===== src/rtl/wisc_pkg.sv =====
// Shared types and defaults for the EX-stage flow sequencer.
// Latency: n/a (types and constants only).
// Backpressure: n/a.
package wisc_pkg;

    typedef enum logic [1:0] {
        IDLE     = 2'd0,
        BR_EVAL  = 2'd1,
        RET_WAIT = 2'd2,
        FLUSH    = 2'd3
    } ex_flow_state_t;

    // Cycles flush is held after a redirect (younger instrs sit in IF and ID).
    localparam int FLUSH_CYCLES_DEF = 2;
    // RET_WAIT cycles tolerated without ret_wb before flagging an error.
    localparam int RET_TIMEOUT_DEF  = 15;

    function automatic int max_int(input int a, input int b);
        return (a > b) ? a : b;
    endfunction

endpackage


===== src/rtl/ex_flow_timer.sv =====
// Loadable down-counter with zero flag; shared by the flush and ret-timeout counts.
// Latency: load/decrement take effect on the next rising edge; zero is combinational.
// Backpressure: none; decrement saturates at zero.
module ex_flow_timer #(
    parameter int W = 4
) (
    input  logic         clk,
    input  logic         rst_n,
    input  logic         load,
    input  logic [W-1:0] load_val,
    input  logic         dec,
    output logic         zero
);

    logic [W-1:0] cnt;

    // Load wins over decrement; decrement stops at zero.
    always_ff @(posedge clk or negedge rst_n) begin
        if (!rst_n) begin
            cnt <= '0;
        end else if (load) begin
            cnt <= load_val;
        end else if (dec && (cnt != '0)) begin
            cnt <= cnt - 1'b1;
        end
    end

    assign zero = (cnt == '0);

endmodule


===== src/rtl/ex_flow_ctrl.sv =====
// EX-stage sequencer: flag enable plus branch/call/ret control flow, stall, redirect and flush.
// Latency: branch in EX -> redirect_o 2 cycles later; call -> 1 cycle; ret -> 1 cycle after ret_wb.
// Backpressure: stall_o holds fetch while a branch evaluates or a ret waits; instr_valid ignored when not IDLE.
module ex_flow_ctrl
    import wisc_pkg::*;
#(
    parameter int FLUSH_CYCLES = FLUSH_CYCLES_DEF,
    parameter int RET_TIMEOUT  = RET_TIMEOUT_DEF
) (
    input  logic clk,
    input  logic rst_n,
    input  logic instr_valid,
    input  logic sets_flags,
    input  logic branch,
    input  logic call,
    input  logic ret,
    input  logic br_taken,
    input  logic ret_wb,
    output logic alu_done,
    output logic stall_o,
    output logic flush_o,
    output logic PC_src,
    output logic redirect_o,
    output logic busy_o,
    output logic ret_timeout_o
);

    // One timer serves both counts since FLUSH and RET_WAIT never overlap.
    localparam int TMR_W = $clog2(max_int(FLUSH_CYCLES, RET_TIMEOUT) + 1);
    // Loaded with N-1 so the state lasts N cycles, leaving on the zero cycle.
    localparam logic [TMR_W-1:0] FLUSH_LOAD = TMR_W'(FLUSH_CYCLES - 1);
    localparam logic [TMR_W-1:0] RET_LOAD   = TMR_W'(RET_TIMEOUT - 1);

    ex_flow_state_t   state;
    ex_flow_state_t   state_nxt;
    logic             tmr_load;
    logic [TMR_W-1:0] tmr_load_val;
    logic             tmr_dec;
    logic             tmr_zero;
    logic             tmo_set;
    logic             stall_nxt;
    logic             flush_nxt;
    logic             redirect_nxt;
    logic             pc_src_nxt;

    ex_flow_timer #(
        .W (TMR_W)
    ) u_timer (
        .clk      (clk),
        .rst_n    (rst_n),
        .load     (tmr_load),
        .load_val (tmr_load_val),
        .dec      (tmr_dec),
        .zero     (tmr_zero)
    );

    // Next-state and timer control; ret > call > branch when several are set.
    always_comb begin
        state_nxt    = state;
        tmr_load     = 1'b0;
        tmr_load_val = '0;
        tmr_dec      = 1'b0;
        tmo_set      = 1'b0;
        case (state)
            IDLE: begin
                if (instr_valid && !flush_o) begin
                    if (ret) begin
                        state_nxt    = RET_WAIT;
                        tmr_load     = 1'b1;
                        tmr_load_val = RET_LOAD;
                    end else if (call) begin
                        state_nxt    = FLUSH;
                        tmr_load     = 1'b1;
                        tmr_load_val = FLUSH_LOAD;
                    end else if (branch) begin
                        state_nxt = BR_EVAL;
                    end
                end
            end
            BR_EVAL: begin
                if (br_taken) begin
                    state_nxt    = FLUSH;
                    tmr_load     = 1'b1;
                    tmr_load_val = FLUSH_LOAD;
                end else begin
                    state_nxt = IDLE;
                end
            end
            RET_WAIT: begin
                // ret_wb beats a timeout landing on the same cycle.
                if (ret_wb) begin
                    state_nxt    = FLUSH;
                    tmr_load     = 1'b1;
                    tmr_load_val = FLUSH_LOAD;
                end else if (tmr_zero) begin
                    state_nxt = IDLE;
                    tmo_set   = 1'b1;
                end else begin
                    tmr_dec = 1'b1;
                end
            end
            FLUSH: begin
                if (tmr_zero) begin
                    state_nxt = IDLE;
                end else begin
                    tmr_dec = 1'b1;
                end
            end
            default: state_nxt = IDLE;
        endcase
    end

    // Registered outputs follow the upcoming state; flag enable is masked outside IDLE.
    always_comb begin
        stall_nxt    = (state_nxt == BR_EVAL) || (state_nxt == RET_WAIT);
        flush_nxt    = (state_nxt == FLUSH);
        redirect_nxt = flush_nxt && (state != FLUSH);
        pc_src_nxt   = flush_nxt;
        alu_done     = instr_valid & sets_flags & (state == IDLE) & ~flush_o;
        busy_o       = (state != IDLE);
    end

    // State and registered outputs; reset aborts any transfer without a redirect.
    always_ff @(posedge clk or negedge rst_n) begin
        if (!rst_n) begin
            state         <= IDLE;
            stall_o       <= 1'b0;
            flush_o       <= 1'b0;
            PC_src        <= 1'b0;
            redirect_o    <= 1'b0;
            ret_timeout_o <= 1'b0;
        end else begin
            state         <= state_nxt;
            stall_o       <= stall_nxt;
            flush_o       <= flush_nxt;
            PC_src        <= pc_src_nxt;
            redirect_o    <= redirect_nxt;
            ret_timeout_o <= ret_timeout_o | tmo_set;
        end
    end

endmodule


===== config.mk =====
export PLATFORM = sky130hd
export DESIGN_NAME = ex_flow_ctrl
export DESIGN_NICKNAME = d
export VERILOG_FILES = /design/src/rtl/wisc_pkg.sv /design/src/rtl/ex_flow_timer.sv /design/src/rtl/ex_flow_ctrl.sv
export SDC_FILE = /design/constraint.sdc
export NUM_CORES = 1
export LEC_CHECK = 0
export CAP_MARGIN = 20
export CELL_PAD_IN_SITES_DETAIL_PLACEMENT = 0
export CELL_PAD_IN_SITES_GLOBAL_PLACEMENT = 1
export CORE_MARGIN = 5
export CORE_UTILIZATION = 39
export CTS_BUF_LIST = sky130_fd_sc_hd__clkbuf_8
export CTS_CLUSTER_DIAMETER = 100
export DETAILED_ROUTE_END_ITERATION = 6
export HOLD_SLACK_MARGIN = 0.06
export PLACE_DENSITY = 0.83
export SYNTH_ARGS = -nofsm -noshare
export SYNTH_HDL_FRONTEND = slang
export SYNTH_SLANG_ARGS = --single-unit

===== constraint.sdc =====
create_clock -name clk -period 4.47 [get_ports clk]
set_input_delay 0.894 -clock clk [delete_from_list [all_inputs] [get_ports clk]]
set_output_delay 0.894 -clock clk [all_outputs]
set_load 0.02 [all_outputs]

# After elaboration in Yosys (flattened, before gate mapping)
# Cells that the tools add are included.
[op_classes]
eq_ne = 7
n_reduce_logical = 10
addsub = 1
bitwise_logic = 5
muxes = 28
[op_table]
columns = ["cell", "n"]
rows = [
  ["2-to-1 mux 4 bit", 4],
  ["2-to-1 mux 2 bit", 7],
  ["2-to-1 mux 1 bit", 13],
  ["case mux 4 bit (3 select lines)", 1],
  ["equality test 2 bit, second input constant", 4],
  ["case mux 2 bit (4 select lines)", 1],
  ["equality test 2 x 1 -> 1 bit, second input constant", 2],
  ["logical NOT 4 bit", 1],
  ["nonzero test 2 bit", 2],
  ["nonzero test 4 bit", 1],
  ["subtractor 4 x 1 -> 4 bit, second input constant", 1],
  ["AND 1 bit", 3],
  ["logical AND 1 bit", 3],
  ["case mux 1 bit (3 select lines)", 1],
  ["logical NOT 2 bit", 1],
  ["!= test 2 bit, second input constant", 1],
  ["case mux 1 bit (2 select lines)", 1],
  ["logical NOT 1 bit", 1],
  ["logical OR 1 bit", 1],
  ["NOT 1 bit", 1],
  ["OR 1 bit", 1],
]
[totals]
out_inout_bits = 7
in_bits = 9
word_cells = 57
regBits = 10

# Logic depth before layout (Yosys ltp)
[logic_depth]
word_depth = 7
mapped_depth = 7
depth_no_buf = 7

# Cells and area by module
# A second synthesis with hierarchy kept.
[unflattened]
hier_cells = 57
hier_area_um2 = 594.3
[modules_own_cells]
columns = ["module", "instances", "area_each_um2", "cells_each", "seq_area_each_um2"]
rows = [
  ["ex_flow_ctrl", 1, 324.1, 30, 150.1],
  ["ex_flow_timer", 1, 270.3, 27, 100.1],
]

# Least setup slack after synthesis
# OpenSTA, ideal clock, no wires.
[synth_timing]
path_kind = "in2out"
from = "in instr_valid"
to = "out alu_done"
required_time_ps = 3576
setup_slack_ps = 2157
n_path_buf = 0
arrival_time_ps = 1419
stages = 2
cell_sequence = "nor4b_4 > and2_2"
[synth_via]
elab_chain_len = 3
[synth_rtl]
columns = ["element", "line_no", "text"]
rows = [
  ["start: declaration", "ex_flow_ctrl.sv:12", "input logic instr_valid,"],
  ["AND 1 bit (3 in a row)", "ex_flow_ctrl.sv:119", "alu_done = instr_valid & sets_flags & (state == IDLE) & ~flush_o;"],
  ["end: declaration", "ex_flow_ctrl.sv:19", "output logic alu_done,"],
]
# No other way between the ends.

# Final worst setup path
# Ends and elaborated chain as after synthesis.

==> run_results.csv <==
group,metric,value,unit
outcome,status,"finished clean",
synthesis,async_reset_ff_share,100,%
grt,grt-ovfl-total,0,
routing,drt-initial-drc-count,8,
grt,track_usage,12.3,%
synthesis,synth_xor_area_share,0,%
critical_path,worstRegToRegCells,7,
routing,drt-met1-wl,624,um
routing,dr_wl_met3,79,um
clock_tree,cts_buffers,3,
clock_tree,htreeDepth,1,
routing,routed_wl,1310,um
sta,worst_pin_slew,0.509,ns
run,drv_cap,0,
sta,clock.fmax,296,MHz
synthesis,synthMuxAreaShare,0,%
cells_and_area,area_growth,33.1,%
synthesis,synth_cells,57,
synthesis,synth_area_per_cell,10.4,um^2
sta,setup_violations,0,
cells_and_area,drive_gt1_share,19.2,%
synthesis,yosysMostFrequentCell,"dfrtp_1",
synthesis,synth-compound-area-share,16.9,%
synthesis,syn_nets,68,
sta,finalCritPeriodShare,75.6,%
routing,via_per_inst,5.61,
floorplan,coreArea,1470,um^2
synthesis,yosysSeqAreaShare,42.4,%
placed_design,place_congestion,0.739,
routing,top_layer,"met4",
grt,grt_pass1_vias,477,
sta,finalHoldViolCount,0,
clock_tree,tritoncts_num_sinks,10,
synthesis,synth_top_family_by_area,"simple AND/OR/NAND/NOR gates",
hold_path,hold_depth,1,
pwr,leakage,0.335,nW
synthesis,ys_seq_elements,10,
clock_tree,root_buffer,"clkbuf_8",
pwr,p_total,569,uW
critical_path,crit_arrival,2.49,ns
floorplan,io_pins,16,
clock_tree,hold_buffers,0,
routing,vias,499,
clock_tree,post_cts_resized,0,
grt,grt_pass1_wl,2260,um
cells_and_area,diodes,0,
synthesis,synthAdderAreaFrac,4.24,%
synthesis,yosys.area.top_type,"dfrtp_1",
pwr,peakVddDrop,0.370,mV
sta,max_slew_margin,66.1,%
hold_path,worst_hold_path_type,"reg -> reg",
sta,period_minus_slack,3.38,ns
synthesis,yosysTopAreaCellShare,42.4,%
cells_and_area,layout.nets,86,
floorplan,rows,14,
floorplan,dieArea,2390,um^2
sta,finalMaxSlewViolations,0,
routing,wire_per_inst,14.7,um
grt,grt_max_degree,17,
clock_tree,clock_latency,0.24,ns
sta,tns,0,ns
grt,antenna_found_initial,0,
clock_tree,post-cts-setup-buffers,0,
clock_tree,clk_pin_slew_worst_paths,0.04,ns
critical_path,startpoint_type,"primary input",
synthesis,syn_area,591,um^2
synthesis,synth_simple_gate_area_share,31.1,%
critical_path,path_class,"in -> out",
floorplan,die_x,48.9,um
sta,finClkSkew,0.00978,ns
floorplan,floorplan.die.height,48.9,um
synthesis,synth-edff-count,0,
critical_path,required,3.58,ns
critical_path,crit_fanout,6,
synthesis,synth_common_cells,"dfrtp_1 (10), inv_1 (4), nand2_1 (4), nand3_1 (3)",
pwr,powerDensity,724,nW/um^2
synthesis,synthTopCellsByArea,"dfrtp_1 (42%), ha_1 (4.2%), nor4b_4 (4.0%)",
clock_tree,ctsLongestPathBuffers,2,
synthesis,synth_ff_type,"dfrtp_1",
floorplan,start_util,40.1,%
routing,wl_met2,541,um
placed_design,port_buffers,15,
synthesis,ys_types,33,
routing,antenna_left,0,
routing,first_pass_iters,4,
clock_tree,cts_tree,"built",
sta,rsz0062_at_grt,"no",
routing,drc_errors,0,
synthesis,yosys_warnings,0,
critical_path,critPathCaptureType,"output pin",
## kinds of logic after synthesis
logic type,count (synthesis)
DFF,10
adders and majority gates,2
AOI/OAI and AO/OA,12
buffers and inverters,6
and+or+nand+nor,27
## worst max-delay path: stages
cell	delay, ns
clkdlybuf4s50_1	0.46
nor4b_4	0.33
and2_2	0.21
clkdlybuf4s50_1	0.60
## report_power, final
part	switching, mW	internal, mW
registers	0.0561	0.136
clock network	0.0372	0.0592
logic	0.137	0.144
total	0.230	0.339
## state kept, by name, summed over array words and instances, names as in the netlist
name / flops
PC_src: 1
redirect_o: 1
stall_o: 1
ret_timeout_o: 1
u_timer.cnt: 4
state: 2
## worst paths after layout
check                                                 from                    endpoint  slack (ns)
worst min register to register     ret_timeout_o$_DFF_PN0_     ret_timeout_o$_DFF_PN0_        0.46
worst max-delay path                           instr_valid                    alu_done        1.09
worst max register to register  u_timer.cnt[0]$_DFFE_PN0P_        redirect_o$_DFF_PN0_        2.49
worst min-delay path               ret_timeout_o$_DFF_PN0_     ret_timeout_o$_DFF_PN0_        0.46
max in group asynchronous                            rst_n          state[0]$_DFF_PN0_        3.17
min in group asynchronous                            rst_n  u_timer.cnt[3]$_DFFE_PN0P_        0.97
## layer usage
layer | vias up | global-route usage, %
met5 | - | 0
met4 | 0 | 12.1
met3 | 5 | 1.53
met2 | 18 | 17.0
met1 | 233 | 16.0
li1 | 243 | -
## through the flow
stage | cells | hold WS (ns) | setup WS (ns) | utilization (%) | cell area, um^2
after floorplan | 57 | 0.504 | 2.16 | - | 591
after global placement | 86 | 0.453 | 1.10 | 50.6 | 744
after detailed placement | 86 | 0.456 | 1.10 | 50.6 | 744
after CTS | 89 | 0.467 | 1.08 | 53.4 | 786
after global routing | 89 | 0.490 | 1.03 | 53.4 | 786
final | 89 | 0.462 | 1.09 | 53.4 | 786
## final cells by class
cell class | instances | area [um^2]
Tap cell | 16 | 20.0
Fill cell | 151 | 686
Inverter | 4 | 15.0
Clock buffer | 3 | 41.3
Timing Repair Buffer | 15 | 150
Multi-Input combinational cell | 41 | 309
Sequential cell | 10 | 250
## placed cells by master, fill, tap and decap left out, types with 2 or more instances in the layout
cell type        count
a31oi_1              2
o31ai_1              2
nand3_1              3
or2_2                2
clkdlybuf4s50_1     15
dfrtp_1             10
nand2_1              4
nor3_1               2
inv_1                4
and2_2               2
nor2_1               2
clkbuf_8             3
ha_1                 2
No activity file was read; power rests on OpenSTA's default activity.
